**src/rtl/sc_product_window_pkg.sv**
```systemverilog
// sc_product_window_pkg
// Shared definitions for the stochastic product window controller:
//   - FSM state encoding (IDLE / RUN / FINISH)
//   - maximal-length Galois LFSR tap masks for widths 3..16
//   - per-operand LFSR seed function
package sc_product_window_pkg;

    typedef enum logic [1:0] {
        IDLE   = 2'd0,
        RUN    = 2'd1,
        FINISH = 2'd2
    } state_t;

    // Right-shifting Galois LFSR masks. Each mask corresponds to a primitive
    // polynomial, so the register walks every nonzero value (1..2^w-1) once
    // per period.
    function automatic logic [15:0] lfsr_taps(input int w);
        logic [15:0] taps;
        case (w)
            3:       taps = 16'h0006;
            4:       taps = 16'h000C;
            5:       taps = 16'h0014;
            6:       taps = 16'h0030;
            7:       taps = 16'h0060;
            8:       taps = 16'h00B8;
            9:       taps = 16'h0110;
            10:      taps = 16'h0240;
            11:      taps = 16'h0500;
            12:      taps = 16'h0E08;
            13:      taps = 16'h1C80;
            14:      taps = 16'h3802;
            15:      taps = 16'h6000;
            16:      taps = 16'hD008;
            default: taps = 16'h0000;
        endcase
        return taps;
    endfunction

    // Seed for operand k: ((k * step) mod M) + 1, always in 1..M so the
    // LFSR never starts in the all-zero lock-up state.
    function automatic logic [15:0] seed_of(input int k, input int step, input int w);
        int m;
        m = (1 << w) - 1;
        return 16'(((k * step) % m) + 1);
    endfunction

endpackage

```
**src/rtl/M_AND.sv**
```systemverilog
// M_AND
// Enabled N-input AND gate used as the stochastic product gate.
// Ports:
//   A  [N-1:0] input bitstream bits
//   EN         gate enable; output is forced low when EN=0
//   Y          AND of all inputs, qualified by EN
module M_AND #(
    parameter int N = 3
) (
    input  logic [N-1:0] A,
    input  logic         EN,
    output logic         Y
);

    assign Y = EN & (&A);

endmodule

```
**src/rtl/sc_product_window_lfsr.sv**
```systemverilog
// sc_lfsr
// Maximal-length Galois LFSR producing pseudo-random values in 1..2^W-1.
// Ports:
//   CLK   clock
//   RST   synchronous active-high reset; reloads SEED
//   LOAD  reload SEED (takes priority over STEP)
//   STEP  advance one state
//   R     current register value
module sc_lfsr
    import sc_product_window_pkg::*;
#(
    parameter int           W    = 8,
    parameter logic [W-1:0] SEED = W'(1)
) (
    input  logic         CLK,
    input  logic         RST,
    input  logic         LOAD,
    input  logic         STEP,
    output logic [W-1:0] R
);

    localparam logic [W-1:0] TAPS = W'(lfsr_taps(W));

    logic [W-1:0] r_reg;
    logic [W-1:0] r_next;
    logic [W-1:0] shifted;

    assign shifted = {1'b0, r_reg[W-1:1]};
    assign r_next  = r_reg[0] ? (shifted ^ TAPS) : shifted;

    always_ff @(posedge CLK) begin
        if (RST || LOAD) begin
            r_reg <= SEED;
        end else if (STEP) begin
            r_reg <= r_next;
        end
    end

    assign R = r_reg;

endmodule

```
**src/rtl/sc_product_window.sv**
```systemverilog
// sc_product_window
// Runs one LFSR period of the stochastic product of N operands and returns
// the ones count as a W-bit binary estimate of the product.
// Ports:
//   CLK     clock
//   RST     synchronous active-high reset
//   START   start request, accepted only in IDLE
//   X       N packed W-bit operands, operand k at [k*W +: W]
//   BUSY    high while the window is running
//   DONE    one-cycle pulse when Y is updated
//   Y       ones count of the last completed window
//   STREAM  registered product-gate output (debug)
module sc_product_window
    import sc_product_window_pkg::*;
#(
    parameter int N         = 3,
    parameter int W         = 8,
    parameter int SEED_STEP = 37
) (
    input  logic           CLK,
    input  logic           RST,
    input  logic           START,
    input  logic [N*W-1:0] X,
    output logic           BUSY,
    output logic           DONE,
    output logic [W-1:0]   Y,
    output logic           STREAM
);

    // Cycle count at the start of the last RUN cycle (M-1).
    localparam logic [W-1:0] LAST_CYCLE = {{(W-1){1'b1}}, 1'b0};

    state_t         state_reg, state_next;
    logic [N*W-1:0] x_reg;
    logic [W-1:0]   ones_reg;
    logic [W-1:0]   cycle_reg;
    logic [W-1:0]   y_reg;
    logic           stream_reg;

    logic           load;
    logic           run;
    logic           last;
    logic           gate;
    logic [N-1:0]   bits;
    logic [W-1:0]   r [N];

    assign run  = (state_reg == RUN);
    assign last = run && (cycle_reg == LAST_CYCLE);

    always_comb begin
        state_next = state_reg;
        load       = 1'b0;
        case (state_reg)
            IDLE: begin
                if (START) begin
                    load       = 1'b1;
                    state_next = RUN;
                end
            end
            RUN: begin
                if (cycle_reg == LAST_CYCLE) begin
                    state_next = FINISH;
                end
            end
            FINISH:  state_next = IDLE;
            default: state_next = IDLE;
        endcase
    end

    generate
        for (genvar gi = 0; gi < N; gi++) begin : g_operand
            sc_lfsr #(
                .W    (W),
                .SEED (W'(seed_of(gi, SEED_STEP, W)))
            ) u_lfsr (
                .CLK  (CLK),
                .RST  (RST),
                .LOAD (load),
                .STEP (run),
                .R    (r[gi])
            );

            // R ranges over 1..M, so R <= x is true for exactly x values
            // per period: the stream density is x/M.
            assign bits[gi] = (r[gi] <= x_reg[gi*W +: W]);
        end
    endgenerate

    M_AND #(
        .N (N)
    ) u_and (
        .A  (bits),
        .EN (run),
        .Y  (gate)
    );

    always_ff @(posedge CLK) begin
        if (RST) begin
            state_reg  <= IDLE;
            x_reg      <= '0;
            ones_reg   <= '0;
            cycle_reg  <= '0;
            y_reg      <= '0;
            stream_reg <= 1'b0;
        end else begin
            state_reg  <= state_next;
            stream_reg <= gate;
            if (load) begin
                x_reg     <= X;
                ones_reg  <= '0;
                cycle_reg <= '0;
            end else if (run) begin
                ones_reg  <= ones_reg + W'(gate);
                cycle_reg <= cycle_reg + 1'b1;
            end
            // Include the final evaluation so Y is already valid during
            // the FINISH cycle alongside DONE.
            if (last) begin
                y_reg <= ones_reg + W'(gate);
            end
        end
    end

    assign BUSY   = run;
    assign DONE   = (state_reg == FINISH);
    assign Y      = y_reg;
    assign STREAM = stream_reg;

endmodule

```
**config.mk**
```make
export PLATFORM = sky130hd
export DESIGN_NAME = sc_product_window
export DESIGN_NICKNAME = d
export VERILOG_FILES = /design/src/rtl/sc_product_window_pkg.sv /design/src/rtl/M_AND.sv /design/src/rtl/sc_product_window_lfsr.sv /design/src/rtl/sc_product_window.sv
export SDC_FILE = /design/constraint.sdc
export NUM_CORES = 1
export LEC_CHECK = 0
export CORE_MARGIN = 2
export CORE_UTILIZATION = 34
export CTS_CLUSTER_DIAMETER = 60
export DETAILED_ROUTE_END_ITERATION = 16
export PLACE_DENSITY_LB_ADDON = 0.05
export SYNTH_ARGS = -nofsm -noshare
export SYNTH_HDL_FRONTEND = slang
export SYNTH_SLANG_ARGS = --single-unit
```
**constraint.sdc**
```tcl
create_clock -name CLK -period 2.6 [get_ports CLK]
set_input_delay 0.39 -clock CLK [delete_from_list [all_inputs] [get_ports CLK]]
set_output_delay 0.39 -clock CLK [all_outputs]
set_load 0.02 [all_outputs]
```
==> summary.md <==
| Metric | Value |
|---|---|
| Final wirelength | `7540 um` |
| Initial Utilization | `0.346` |
| Crit path largest cell delay | `340 ps` |
| Critical path's most frequent cell | `ha_4` |
| Outcome | `finished, final reports clean` |
| Layout cells sized above 1 | `0.109` |
| Clock Skew | `11.8 ps` |
| Main synth FF type | `dfxtp_1` |
| Worst R2R Start | `x_reg[1]` |
| First-pass GRT wire length | `13300 um` |
| Worst-path clk slew | `90 ps` |
| Fillers | `1066` |
| Final instance area | `4320 um^2` |
| Register bit count reported by yosys | `75` |
| Routed len/inst | `12.5 um` |
| Clk buf depth | `2` |
| Tot Pwr | `2.45 mW` |
| Worst VDD drop | `0.000210 V` |
| Setup CP Type | `reg -> reg` |
| Reg power frac | `0.500` |
| Vias per inst | `4.66` |
| Vias in the first global route | `2725` |
| Post-DP HPWL | `5180 um` |
| Pleak | `1.63 nW` |
| RSZ-0062 raised after global routing | `yes` |
| Sw Pwr | `0.659 mW` |
| Worst setup EP type | `flip-flop` |
| Cell Area, Synth | `3520 um^2` |
| Data arrival time of the worst path | `2760 ps` |
| Post-layout net count | `519` |
| Syn Nets | `481` |
| Reg2Reg Capture Point | `Y[6]` |
| Remaining Overflow, GRT | `0` |
| Worst Reg-to-Reg Cells | `13` |
| Hold worst-path end | `x_reg[12]` |
| Slowest cell on the critical path | `dfxtp_2` |
| # rows | `37` |
| Num CTS Buffers | `9` |
| Synthesis Warnings | `0` |
| Async set-or-reset flop fraction in the synthesized netlist | `0` |
| Skew-Pair Late Insertion Delay | `350 ps` |
| Crit-path max FO | `4` |
| First-iteration detailed-routing DRC count | `76` |
| EDFF count, synth | `0` |
| Drt first pass iters | `4` |
| # Max-Cap Violations | `0` |
| Post-synth top area cell | `dfxtp_1` |
| Placed cell areas | `4060 um^2` |
| Max-slew violations | `0` |
| Multi-input logic area | `1860 um^2` |
| Clock power frac | `0.363` |
| Sw Ratio | `0.270` |
| HP Class | `reg -> reg` |
| Setup Slack @ Placement | `-25.8 ps` |
| Hold Path Origin | `x_reg[12]` |
| Die Span X | `106 um` |
| Final Wtd Congestion | `0.806` |
| Worst-margin pin slew | `712 ps` |
| Syn Inst Count | `426` |
| Area contributors post-synth | `dfxtp_1, nand2_1, ha_1` |
| Core region area | `10200 um^2` |
| Sequential cell area | `1510 um^2` |
| Synth cell types | `35` |
| Die H | `106 um` |
| Tmin final | `2490 ps` |
| R2R Setup Slk | `110 ps` |
| Register area share after synthesis | `0.426` |
| Worst Path Required | `2870 ps` |
| Count of input and output buffers | `37` |
| Slew headroom | `0.524` |
| Final Hold Viols | `0` |
| Clock sinks | `75` |
| F_max | `0.401 GHz` |
| Root buf cell | `clkbuf_8` |
| Comb pwr share | `0.136` |
| Hold Crit Depth | `2` |
| Largest net degree at the start of global routing | `47` |
| H-tree depth | `3` |
| Die area | `11200 um^2` |
| Setup WS post-layout | `107 ps` |
| Diodes inserted | `0` |
| Initial antenna violation count | `0` |
| Fin crit share | `0.959` |
| Setup Viol. Count Final | `0` |
| Post-route DRC violation count | `0` |
| Via count | `2822` |
| Setup crit start kind | `flip-flop` |
| Cells along the critical path | `inv_2 > ha_4 > nor2b_1 > o211ai_1 > a21oi_1 > o22a_1 > nor3_2 > ha_2 > ha_4 > and3_4 > nand3_2 > xor2_1 > a211oi_2` |
| IO Count | `38` |
| Share of the synthesized area in the top cell type | `0.426` |
| Total GRT Usage | `0.150` |
| Syn Area/Cell | `8.27 um^2` |
| CTS tree | `built` |
| Util after Layout | `0.424` |
| Routed Antenna Nets | `0` |
| Cell internal pwr | `1.79 mW` |
| P per Cell Area | `566 nW/um^2` |
| Setup TNS | `0 ps` |
| Synthesis-to-finish area growth | `22.6%` |
layout make-up:
class / instances / share of cell area
clock buffer: 10 / 0.0295
clock inverter: 6 / 0.0151
inverter: 28 / 0.0243
multi-input combinational: 298 / 0.431
sequential: 75 / 0.348
tap: 136 / 0.0394
timing repair buffer: 52 / 0.113
synthesized netlist by cell type, types with 2 or more instances:
cell	number
or3_1	2
a211oi_2	5
buf_6	2
nand2b_1	3
nor4_1	2
xnor2_1	13
clkbuf_1	14
o22a_1	2
mux2i_1	2
dfxtp_1	75
inv_1	27
a21oi_1	48
buf_1	2
ha_1	28
nor2b_1	3
a211oi_1	10
nand4_1	7
buf_2	6
nor2_1	33
nand2_1	96
and3_1	3
o211ai_1	6
o21ai_0	7
nand3_1	8
xor2_1	12
how the worst max path moves through the flow:
stage	endpoint	slack (ps)	from
final	Y[6]	110	x_reg[1]
after global routing	Y[6]	-60	x_reg[1]
after CTS	Y[6]	40	x_reg[17]
after detailed placement	Y[7]	-30	x_reg[1]
after global placement	Y[7]	6	x_reg[1]
after floorplan	Y[6]	140	g_operand[1].u_lfsr.R[0]
cells in the final DEF, fill, tap and decap left out, drive strengths merged, types with 2 or more instances in the layout:
cell type,count
xor2,12
clkdlybuf4s50,37
a21oi,48
nor4,2
inv,29
nand2b,3
ha,28
xnor2,13
clkinv,3
nor2,33
dfxtp,75
or3,2
mux2i,2
nor2b,3
o22a,2
clkbuf,10
a211oi,15
and3,3
nand3,8
o21ai,7
nand2,96
nand4,9
o211ai,6
nor3,2
buf,15
critical path: cells and delay by family, from the launching register on:
family | cells | cell delay [ps]
buffers and inverters | 1 | 50
AO/OA/AOI/OAI | 4 | 680
XOR/XNOR | 1 | 160
flip-flops | 1 | 340
adder cells (fa/ha/maj) | 3 | 600
AND/OR/NAND/NOR | 4 | 600
power groups by stage:
stage | Combinational (mW) | Clock (mW) | Sequential (mW)
after floorplan | 0.224 | 0 | 1.24
after global placement | 0.332 | 0 | 1.25
after detailed placement | 0.335 | 0 | 1.25
after CTS | 0.339 | 0.924 | 1.22
after global routing | 0.385 | 0.977 | 1.23
final | 0.333 | 0.889 | 1.22
per-stage QoR:
| stage | hold slack, ps | instances |
|---|---|---|
| 2_1_floorplan | 436 | 426 |
| 3_3_place_gp | 445 | 589 |
| 3_5_place_dp | 448 | 589 |
| 4_1_cts | 459 | 605 |
| 5_1_grt | 477 | 605 |
| 6_report | 455 | 605 |
kinds of logic after synthesis:
group,count (synthesis),share of synthesized area
muxes,2,0.00568
xor gates and xnor gates,25,0.0621
buffers and inverters,53,0.0639
DFF,75,0.426
and+or+nand+nor,163,0.204
AOI/OAI and AO/OA,80,0.139
adders and majority gates,28,0.0994
layer usage:
| metal | track usage | up-vias | wire length, um |
|---|---|---|---|
| li1 | - | 1491 | - |
| met3 | 0.0340 | 11 | 245 |
| met2 | 0.234 | 39 | 3310 |
| met4 | 0.0564 | 0 | 111 |
| met1 | 0.203 | 1281 | 3870 |
| met5 | 0 | - | 0 |
repair_timing:
action	4_1_cts	5_1_grt
setup buffers	0	0
hold endpoints to repair	0	0
gates resized for setup	3	13
setup endpoints to repair	3	8
pin swaps	0	9
hold buffers	0	0
Power figures use the tool's default switching activity.
